$ cat src/rtl/alu_wide_seq_pkg.sv
// Shared ALU and processor-flag definitions: byte/wide widths, oper encodings,
// flag indices and the wide-to-byte oper mapping used by the sequencer.
package alu_wide_seq_pkg;

  localparam int BYTE_W  = 8;
  localparam int WIDE_W  = 16;
  localparam int OPER_W  = 4;
  localparam int FLAGS_W = 4;

  localparam int FLAG_C = 0;
  localparam int FLAG_Z = 1;
  localparam int FLAG_N = 2;
  localparam int FLAG_V = 3;

  typedef enum logic [OPER_W-1:0] {
    OP_ADD = 4'd0,
    OP_ADC = 4'd1,
    OP_SUB = 4'd2,
    OP_SBC = 4'd3,
    OP_CMP = 4'd4,
    OP_AND = 4'd5,
    OP_ORR = 4'd6,
    OP_XOR = 4'd7,
    OP_LSR = 4'd8
  } oper_e;

  // Byte oper issued in the first cycle of a wide op; cmp runs as a plain sub.
  function automatic logic [OPER_W-1:0] first_op(input logic [OPER_W-1:0] op);
    case (op)
      OP_CMP:  return OP_SUB;
      default: return op;
    endcase
  endfunction

  // Byte oper issued in the second cycle; arithmetic chains through the carry.
  function automatic logic [OPER_W-1:0] second_op(input logic [OPER_W-1:0] op);
    case (op)
      OP_ADD, OP_ADC:         return OP_ADC;
      OP_SUB, OP_SBC, OP_CMP: return OP_SBC;
      default:                return op;
    endcase
  endfunction

endpackage

$ cat src/rtl/alu_wide_seq.sv
// Sequencer running 16-bit ops as two passes through the external 8-bit alu,
// chaining carry between halves and merging the byte results and flags.
module alu_wide_seq
  import alu_wide_seq_pkg::*;
(
  input  logic               clk,
  input  logic               rst,
  input  logic               start,
  input  logic [OPER_W-1:0]  oper,
  input  logic [WIDE_W-1:0]  a_in,
  input  logic [WIDE_W-1:0]  b_in,
  input  logic [FLAGS_W-1:0] proc_flags_in,
  output logic               busy,
  output logic               done,
  output logic [WIDE_W-1:0]  out,
  output logic [FLAGS_W-1:0] proc_flags_out,
  output logic [OPER_W-1:0]  alu_oper,
  output logic [BYTE_W-1:0]  alu_a,
  output logic [BYTE_W-1:0]  alu_b,
  output logic [FLAGS_W-1:0] alu_flags_in,
  input  logic [BYTE_W-1:0]  alu_out,
  input  logic [FLAGS_W-1:0] alu_flags_out
);

  typedef enum logic [1:0] {S_IDLE, S_FIRST, S_SECOND, S_DONE} state_e;

  state_e             state;
  logic [OPER_W-1:0]  lat_oper;
  logic [WIDE_W-1:0]  lat_a;
  logic [WIDE_W-1:0]  lat_b;
  logic [FLAGS_W-1:0] lat_flags;
  logic [BYTE_W-1:0]  first_out;
  logic               first_c;

  logic               in_lsr;
  logic [WIDE_W-1:0]  merged;
  logic [WIDE_W-1:0]  final_out;
  logic [FLAGS_W-1:0] final_flags;
  logic [FLAGS_W-1:0] second_flags;
  logic               unused_alu_flags;

  // Only C is consumed from the alu; Z and the rest are owned by this block.
  assign unused_alu_flags = ^alu_flags_out;
  assign in_lsr = (lat_oper == OP_LSR);

  // Merge is evaluated during SECOND, when alu_out holds the second byte.
  always_comb begin
    merged       = in_lsr ? {first_out, first_c, alu_out[BYTE_W-2:0]}
                          : {alu_out, first_out};
    final_out    = merged;
    final_flags  = lat_flags;
    final_flags[FLAG_Z] = (merged == '0);
    second_flags = lat_flags;
    second_flags[FLAG_C] = alu_flags_out[FLAG_C];
    case (lat_oper)
      OP_ADD, OP_ADC, OP_SUB, OP_SBC, OP_LSR:
        final_flags[FLAG_C] = alu_flags_out[FLAG_C];
      OP_CMP: begin
        final_out           = out;
        final_flags[FLAG_C] = alu_flags_out[FLAG_C];
      end
      OP_AND, OP_ORR, OP_XOR: final_flags[FLAG_C] = lat_flags[FLAG_C];
      default: begin
        final_out   = out;
        final_flags = lat_flags;
      end
    endcase
  end

  // NOTE: sequential state uses non-blocking assignments only, so every
  // register samples values from before the edge regardless of statement order.
  always_ff @(posedge clk) begin
    if (rst) begin
      state          <= S_IDLE;
      busy           <= 1'b0;
      done           <= 1'b0;
      out            <= '0;
      proc_flags_out <= '0;
      alu_oper       <= OP_ADD;
      alu_a          <= '0;
      alu_b          <= '0;
      alu_flags_in   <= '0;
      lat_oper       <= OP_ADD;
      lat_a          <= '0;
      lat_b          <= '0;
      lat_flags      <= '0;
      first_out      <= '0;
      first_c        <= 1'b0;
    end else begin
      done <= 1'b0;
      case (state)
        S_IDLE, S_DONE: begin
          if (start) begin
            lat_oper     <= oper;
            lat_a        <= a_in;
            lat_b        <= b_in;
            lat_flags    <= proc_flags_in;
            alu_oper     <= first_op(oper);
            alu_a        <= (oper == OP_LSR) ? a_in[WIDE_W-1:BYTE_W] : a_in[BYTE_W-1:0];
            alu_b        <= (oper == OP_LSR) ? b_in[WIDE_W-1:BYTE_W] : b_in[BYTE_W-1:0];
            alu_flags_in <= proc_flags_in;
            busy         <= 1'b1;
            state        <= S_FIRST;
          end else begin
            state <= S_IDLE;
          end
        end
        S_FIRST: begin
          first_out    <= alu_out;
          first_c      <= alu_flags_out[FLAG_C];
          alu_oper     <= second_op(lat_oper);
          alu_a        <= in_lsr ? lat_a[BYTE_W-1:0] : lat_a[WIDE_W-1:BYTE_W];
          alu_b        <= in_lsr ? lat_b[BYTE_W-1:0] : lat_b[WIDE_W-1:BYTE_W];
          alu_flags_in <= second_flags;
          state        <= S_SECOND;
        end
        S_SECOND: begin
          out            <= final_out;
          proc_flags_out <= final_flags;
          done           <= 1'b1;
          busy           <= 1'b0;
          state          <= S_DONE;
        end
        default: state <= S_IDLE;
      endcase
    end
  end

endmodule

$ cat config.mk
export PLATFORM = sky130hd
export DESIGN_NAME = alu_wide_seq
export DESIGN_NICKNAME = d
export VERILOG_FILES = /design/src/rtl/alu_wide_seq_pkg.sv /design/src/rtl/alu_wide_seq.sv
export SDC_FILE = /design/constraint.sdc
export NUM_CORES = 1
export LEC_CHECK = 0
export ABC_AREA = 1
export BUFFER_PORTS_ARGS = -buffer_cell sky130_fd_sc_hd__buf_2
export CAP_MARGIN = 20
export CORE_MARGIN = 2
export CORE_UTILIZATION = 45
export DETAILED_ROUTE_END_ITERATION = 16
export PLACE_DENSITY_LB_ADDON = 0.2
export SLEW_MARGIN = 10
export SYNTH_ARGS = -nofsm -noshare
export SYNTH_HDL_FRONTEND = slang
export SYNTH_SLANG_ARGS = --single-unit
$ cat constraint.sdc
create_clock -name clk -period 2.1 [get_ports clk]
set_clock_uncertainty 0.1 [all_clocks]
set_input_delay 0.315 -clock clk [delete_from_list [all_inputs] [get_ports clk]]
set_output_delay 0.315 -clock clk [all_outputs]
set_load 0.05 [all_outputs]
==> results of run 1 <==
==> cell families after synthesis <==
group | synth area share (%)
simple gates | 12.87
compound gates | 29.16
flops | 45.90
fa+ha+maj | 0.5914
buf+inv | 11.48
==> routing by layer <==
layer  GRT usage [%]  vias to the layer above
met4           5.613                        0
met1           27.14                     1778
met5               0                        -
li1                -                     2075
met2           34.05                      121
met3           2.497                        7
==> worst reg2reg max path, stage by stage (launching register included) <==
cell and delay [ns]:
dfxtp_1 0.38, inv_2 0.08, nor2_4 0.21, nand2_4 0.21, o21ai_0 0.38, nand3_1 0.12, nor2_1 0.12, nand2_1 0.08
a21oi_2 0.11
==> cell usage after synthesis (2+ instances only) <==
library cell | n | area (um^2)
a31oi_1 | 7 | 43.79
inv_1 | 70 | 262.8
buf_2 | 3 | 15.01
a211oi_1 | 4 | 30.03
inv_2 | 3 | 11.26
o211ai_1 | 17 | 127.6
nand3_1 | 28 | 140.1
buf_4 | 2 | 15.01
nand2_1 | 48 | 180.2
o21ai_1 | 19 | 95.09
dfxtp_1 | 97 | 1942
clkbuf_1 | 30 | 112.6
nor2_1 | 47 | 176.4
o21ai_0 | 96 | 480.5
a21oi_1 | 86 | 430.4
ha_1 | 2 | 25.02
buf_6 | 5 | 56.30
nor2_4 | 2 | 22.52
==> final cells by class <==
cell class              count  area, um^2
well taps                 111       138.9
multi-input cells         362        1803
flip-flops and latches     97        1942
fillers                   905        4253
clock inverters             5       33.78
repair buffers            110       620.6
inverters                  74       277.8
clock buffers              10       127.6
==> registers in the layout (all words and copies together) (netlist names) <==
register	flops
proc_flags_out	4
first_out	8
alu_b	8
lat_b	16
out	16
alu_flags_in	4
alu_oper	4
alu_a	8
lat_oper	4
first_c	1
done	1
lat_a	16
state	2
busy	1
lat_flags	4
==> how the worst max path moves through the flow <==
stage               depth (start not counted)                end  slack [ns]
floorplan                                  10           alu_a[6]        0.32
global placement                            9           alu_a[0]        0.31
detailed placement                          9           alu_a[0]        0.29
CTS                                         9        alu_oper[3]        0.27
global route                                9           alu_a[0]        0.05
finish                                      8  proc_flags_out[1]        0.26
==> where the power goes <==
| group | switching (W) | total, W | internal [W] |
|---|---|---|---|
| Combinational | 0.00119 | 0.00165 | 0.000457 |
| Sequential | 0.000127 | 0.00224 | 0.00212 |
| Clock | 0.000632 | 0.00106 | 0.000424 |
==> metrics by stage <==
stage          utilization, %  instances  hold WS, ns  total power (W)
6_report                53.76        769       0.1146         0.004946
5_1_grt                 53.76        769       0.1184         0.005242
4_1_cts                 53.76        769       0.1009         0.004990
3_5_place_dp            52.00        754       0.3401         0.003938
3_3_place_gp            52.00        754       0.3331         0.003908
2_1_floorplan               -        575       0.3245         0.003530
==> run_results.csv, run 1 <==
group,metric,value,unit
layout,finish.instance_area,0.004943,mm^2
die,start_util,46.00,%
cts,ctsResizeCount,0,
yosys,synth_area,0.004230,mm^2
cts,path_clk_slew,0.09,ns
timing,layout_setup_ws,0.2630,ns
worst_setup_path,crit_start,"lat_oper[3]",
drt,firstDrtPassIters,5,
global_routing,grt_pass1_wl,16.70,mm
drt,vias,3981,
yosys,yosys_most_used_dff,"dfxtp_1",
timing,timing.slew.headroom,71.54,%
drt,routedWlPerCell,13.30,um
global_routing,grt_usage,20.16,%
drt,routed.top_layer,"met4",
timing,drv_slew,0,
worst_setup_path,slowest_stage,"dfxtp_1",
drt,wl_met2,4.741,mm
timing,hold_violations,0,
drt,met3_wirelength,550,um
pwr,power.leakage,2.310,nW
worst_setup_path,crit_buf_inv,1,
worst_setup_path,slowest_delay,0.38,ns
timing,setup_viol,0,
yosys,yosysWarnings,0,
die,io_pins,101,
drt,met1_length,4.844,mm
yosys,synth-async-reset-ratio,0,%
worst_setup_path,regToRegSetupSlack,0.26,ns
flow_run,drv_cap,0,
timing,timing.final.crit_share,87.47,%
yosys,yosysSeqAreaShare,45.90,%
die,core_area,0.009196,mm^2
placed_design,place_hpwl,6.774,mm
placed_design,dp_slack,0.2872,ns
worst_hold_path,hold_end,"lat_a[3]",
drt,ant_nets,0,
cts,cts-root-buf,"clkbuf_8",
cts,numCtsBuffers,9,
cts,clock-sinks,97,
cts,ctsHoldBuffers,0,
timing,setup-tns-final,0,ns
worst_hold_path,hold_path.class,"in2reg",
drt,drt_iter0_drc,206,
layout,nets,711,
run_status,outcome,"complete, no violations",
placed_design,port_buffers,97,
cts,clockBufferDepth,2,
yosys,avgSynthCellArea,7.357,um^2
worst_setup_path,path_cells,"inv_2 -> nor2_4 -> nand2_4 -> o21ai_0 -> nand3_1 -> nor2_1 -> nand2_1 -> a21oi_2",
cts,clkLatencyLatePin,0.34,ns
timing,rsz0062_at_grt,"no",
die,die_h,101.0,um
cts,htree_num_levels,3,
worst_setup_path,critPathLaunchType,"flip-flop",
layout,syn2layout_area_growth,16.86,%
yosys,synthDistinctLibCells,27,
placed_design,placed_cell_area,0.004782,mm^2
worst_setup_path,r2r_start,"lat_oper[3]",
timing,worst_slew_pin_slew,0.4270,ns
worst_setup_path,cp-end-kind,"flip-flop",
global_routing,grt_overflow,0,
drt,route.detailed.drc,0,
yosys,synth_edf_count,0,
worst_setup_path,r2r_end,"proc_flags_out[1]",
drt,vias_per_cell,5.177,
worst_hold_path,hold_depth,3,
yosys,synth-seq-cells,97,
placed_design,gp_congestion,0.8030,
layout,drive_above_1_share,20.21,%
pwr,peakVddDrop,0.4705,mV
yosys,syn_inst,575,
global_routing,grt_start_max_net_pins,87,
worst_setup_path,ff2ff_path_depth,8,
worst_setup_path,crit_arrival,2.02,ns
timing,fmax,0.5444,GHz
global_routing,grt_pass1_vias,3615,
drt,totalWireLength,10.22,mm
timing,fin_crit,1.837,ns
worst_hold_path,worstHoldStart,"a_in[3]",
yosys,synth_nets,632,
global_routing,antenna_found_initial,0,
die,dieArea,0.01019,mm^2
pwr,p_per_area,1000,mW/mm^2
cts,cts_tree,"yes",
die,num_rows,35,
worst_setup_path,path_class,"reg2reg",
worst_setup_path,critPathMaxFanout,26,
worst_setup_path,worstPathRequired,2.28,ns
die,die_w,101.0,um
cts,post_cts_buffers,0,
layout,diodes,0,
worst_setup_path,cp_top_family,"simple AND/OR/NAND/NOR gates",
layout,final_cell_mix,"dfxtp_1, buf_2, o21ai_0, a21oi_1, inv_1",
Power figures use the tool's default switching activity.
==> run 2, diff against run 1 <==
Settings changed: CORE_MARGIN 2 to 8.
==> run 2 against run 1 <==
Against the previous run:
- setup slack worse by 0.078 ns
- core utilization increased by 0.12 points
- worst hold slack got worse by 0.022 ns
==> run_results.csv, run 2 (synthesized netlist as in run 1, its figures left out) <==
group,metric,value,unit
cts,clockBufferDepth,2,
placed_design,port_buffers,97,
worst_setup_path,crit_arrival,2.11,ns
worst_setup_path,r2r_end,"proc_flags_out[1]",
die,io_pins,101,
timing,fin_crit,1.915,ns
worst_setup_path,crit_buf_inv,1,
timing,timing.final.crit_share,91.19,%
placed_design,place_hpwl,7.422,mm
cts,clock-sinks,97,
cts,numCtsBuffers,9,
pwr,pwr-share-seq,43.9,%
drt,drt_iter0_drc,185,
worst_hold_path,hold_end,"lat_a[3]",
pwr,p_total,0.005121,W
drt,vias,4068,
cts,ctsResizeCount,0,
timing,timing.slew.headroom,71.28,%
drt,firstDrtPassIters,5,
pwr,pwr-share-clk,24.1,%
worst_setup_path,cp-end-kind,"flip-flop",
placed_design,dp_slack,0.1890,ns
layout,syn2layout_area_growth,17.13,%
timing,worst_slew_pin_slew,0.4309,ns
cts,ctsHoldBuffers,0,
global_routing,grt_pass1_vias,3830,
worst_hold_path,hold_path.class,"in2reg",
die,start_util,46.00,%
layout,drive_above_1_share,19.97,%
worst_hold_path,worstHoldStart,"a_in[3]",
global_routing,antenna_found_initial,0,
die,dieArea,0.01276,mm^2
timing,rsz0062_at_grt,"no",
cts,cts-root-buf,"clkbuf_8",
layout,top_regs,"lat_a: 16 flops, lat_b: 16 flops, out: 16 flops",
worst_setup_path,path_class,"reg2reg",
cts,clkLatencyLatePin,0.36,ns
worst_setup_path,cp_top_family,"simple AND/OR/NAND/NOR gates",
pwr,power.leakage,2.311,nW
layout,regArea,0.001942,mm^2
layout,multiInputGateArea,0.001803,mm^2
global_routing,grt_overflow,0,
die,die_w,113.0,um
worst_setup_path,ff2ff_path_depth,8,
die,num_rows,35,
cts,path_clk_slew,0.11,ns
flow_run,drv_cap,0,
worst_setup_path,critPathMaxFanout,34,
layout,diodes,0,
placed_design,gp_congestion,0.8062,
pwr,intPower,0.003120,W
pwr,power_switching,0.002001,W
timing,layout_setup_ws,0.1850,ns
pwr,p_per_area,1034,mW/mm^2
global_routing,grt_usage,17.31,%
drt,vias_per_cell,5.304,
die,core_area,0.009196,mm^2
pwr,comb_power_share,32.0,%
timing,drv_slew,0,
timing,setup-tns-final,0,ns
pwr,switching_share,39.08,%
timing,hold_violations,0,
run_status,outcome,"complete, no violations",
worst_setup_path,path_cells,"inv_2 -> nor2_4 -> nand2_4 -> o21ai_0 -> nand3_1 -> nor2_1 -> nand2_1 -> a21oi_2",
worst_setup_path,crit_start,"lat_oper[3]",
timing,setup_viol,0,
cts,cts_tree,"yes",
cts,htree_num_levels,3,
worst_setup_path,regToRegSetupSlack,0.18,ns
worst_setup_path,slowest_delay,0.40,ns
global_routing,grt_start_max_net_pins,87,
drt,totalWireLength,10.92,mm
worst_hold_path,hold_depth,3,
layout,final_cell_mix,"dfxtp_1, buf_2, o21ai_0, a21oi_1, inv_1",
cts,post_cts_buffers,0,
layout,nets,708,
drt,ant_nets,0,
worst_setup_path,critPathLaunchType,"flip-flop",
layout,fillCellCount,936,
worst_setup_path,slowest_stage,"o21ai_0",
worst_setup_path,r2r_start,"lat_oper[3]",
drt,routedWlPerCell,14.24,um
drt,route.detailed.drc,0,
pwr,peakVddDrop,0.4908,mV
timing,fmax,0.5222,GHz
worst_setup_path,worstPathRequired,2.30,ns
global_routing,grt_pass1_wl,18.27,mm
die,die_h,113.0,um
-- run 2: tightest hold or removal path, cell delays in order --
cell	delay, ns
buf_2	0.09
inv_1	0.06
a21oi_1	0.06
-- run 2: per-layer routing --
layer / global-route usage, % / up-vias / wire length, um
li1: - / 2078 / -
met1: 20.58 / 1865 / 5005
met2: 29.41 / 110 / 5075
met3: 4.207 / 15 / 652
met4: 6.927 / 0 / 191
met5: 0 / - / 0
-- run 2: layout make-up --
| class | instances | area share (%) |
|---|---|---|
| Clock buffer | 10 | 2.576 |
| Multi-Input combinational cell | 362 | 36.39 |
| Clock inverter | 6 | 1.364 |
| Inverter | 74 | 5.606 |
| Tap cell | 111 | 2.803 |
| Sequential cell | 97 | 39.19 |
| Timing Repair Buffer | 107 | 12.07 |
-- run 2: metrics by stage --
| step | instances | utilization, % | instance area, um^2 | hold slack [ns] |
|---|---|---|---|---|
| floorplan | 575 | - | 4230 | 0.3245 |
| global placement | 751 | 51.76 | 4760 | 0.3362 |
| detailed placement | 751 | 51.76 | 4760 | 0.3449 |
| CTS | 767 | 53.88 | 4955 | 0.08507 |
| global route | 767 | 53.88 | 4955 | 0.1007 |
| finish | 767 | 53.88 | 4955 | 0.09258 |
-- run 2: worst max-delay path by stage --
stage                             end  slack, ns  cells after the start
finish              proc_flags_out[1]       0.18                      8
detailed placement  proc_flags_out[1]       0.19                      8
CTS                 proc_flags_out[1]       0.17                      8
global placement    proc_flags_out[1]       0.22                      8
floorplan                    alu_a[6]       0.32                     10
global route        proc_flags_out[1]       0.03                      8
-- run 2: power by group through the flow --
stage          clock, W  sequential [W]  combinational, W
4_1_cts         0.00127         0.00225           0.00166
6_report        0.00124         0.00225           0.00164
5_1_grt         0.00133         0.00228           0.00181
3_3_place_gp          0         0.00228           0.00163
3_5_place_dp          0         0.00229           0.00165
2_1_floorplan         0         0.00275          0.000775
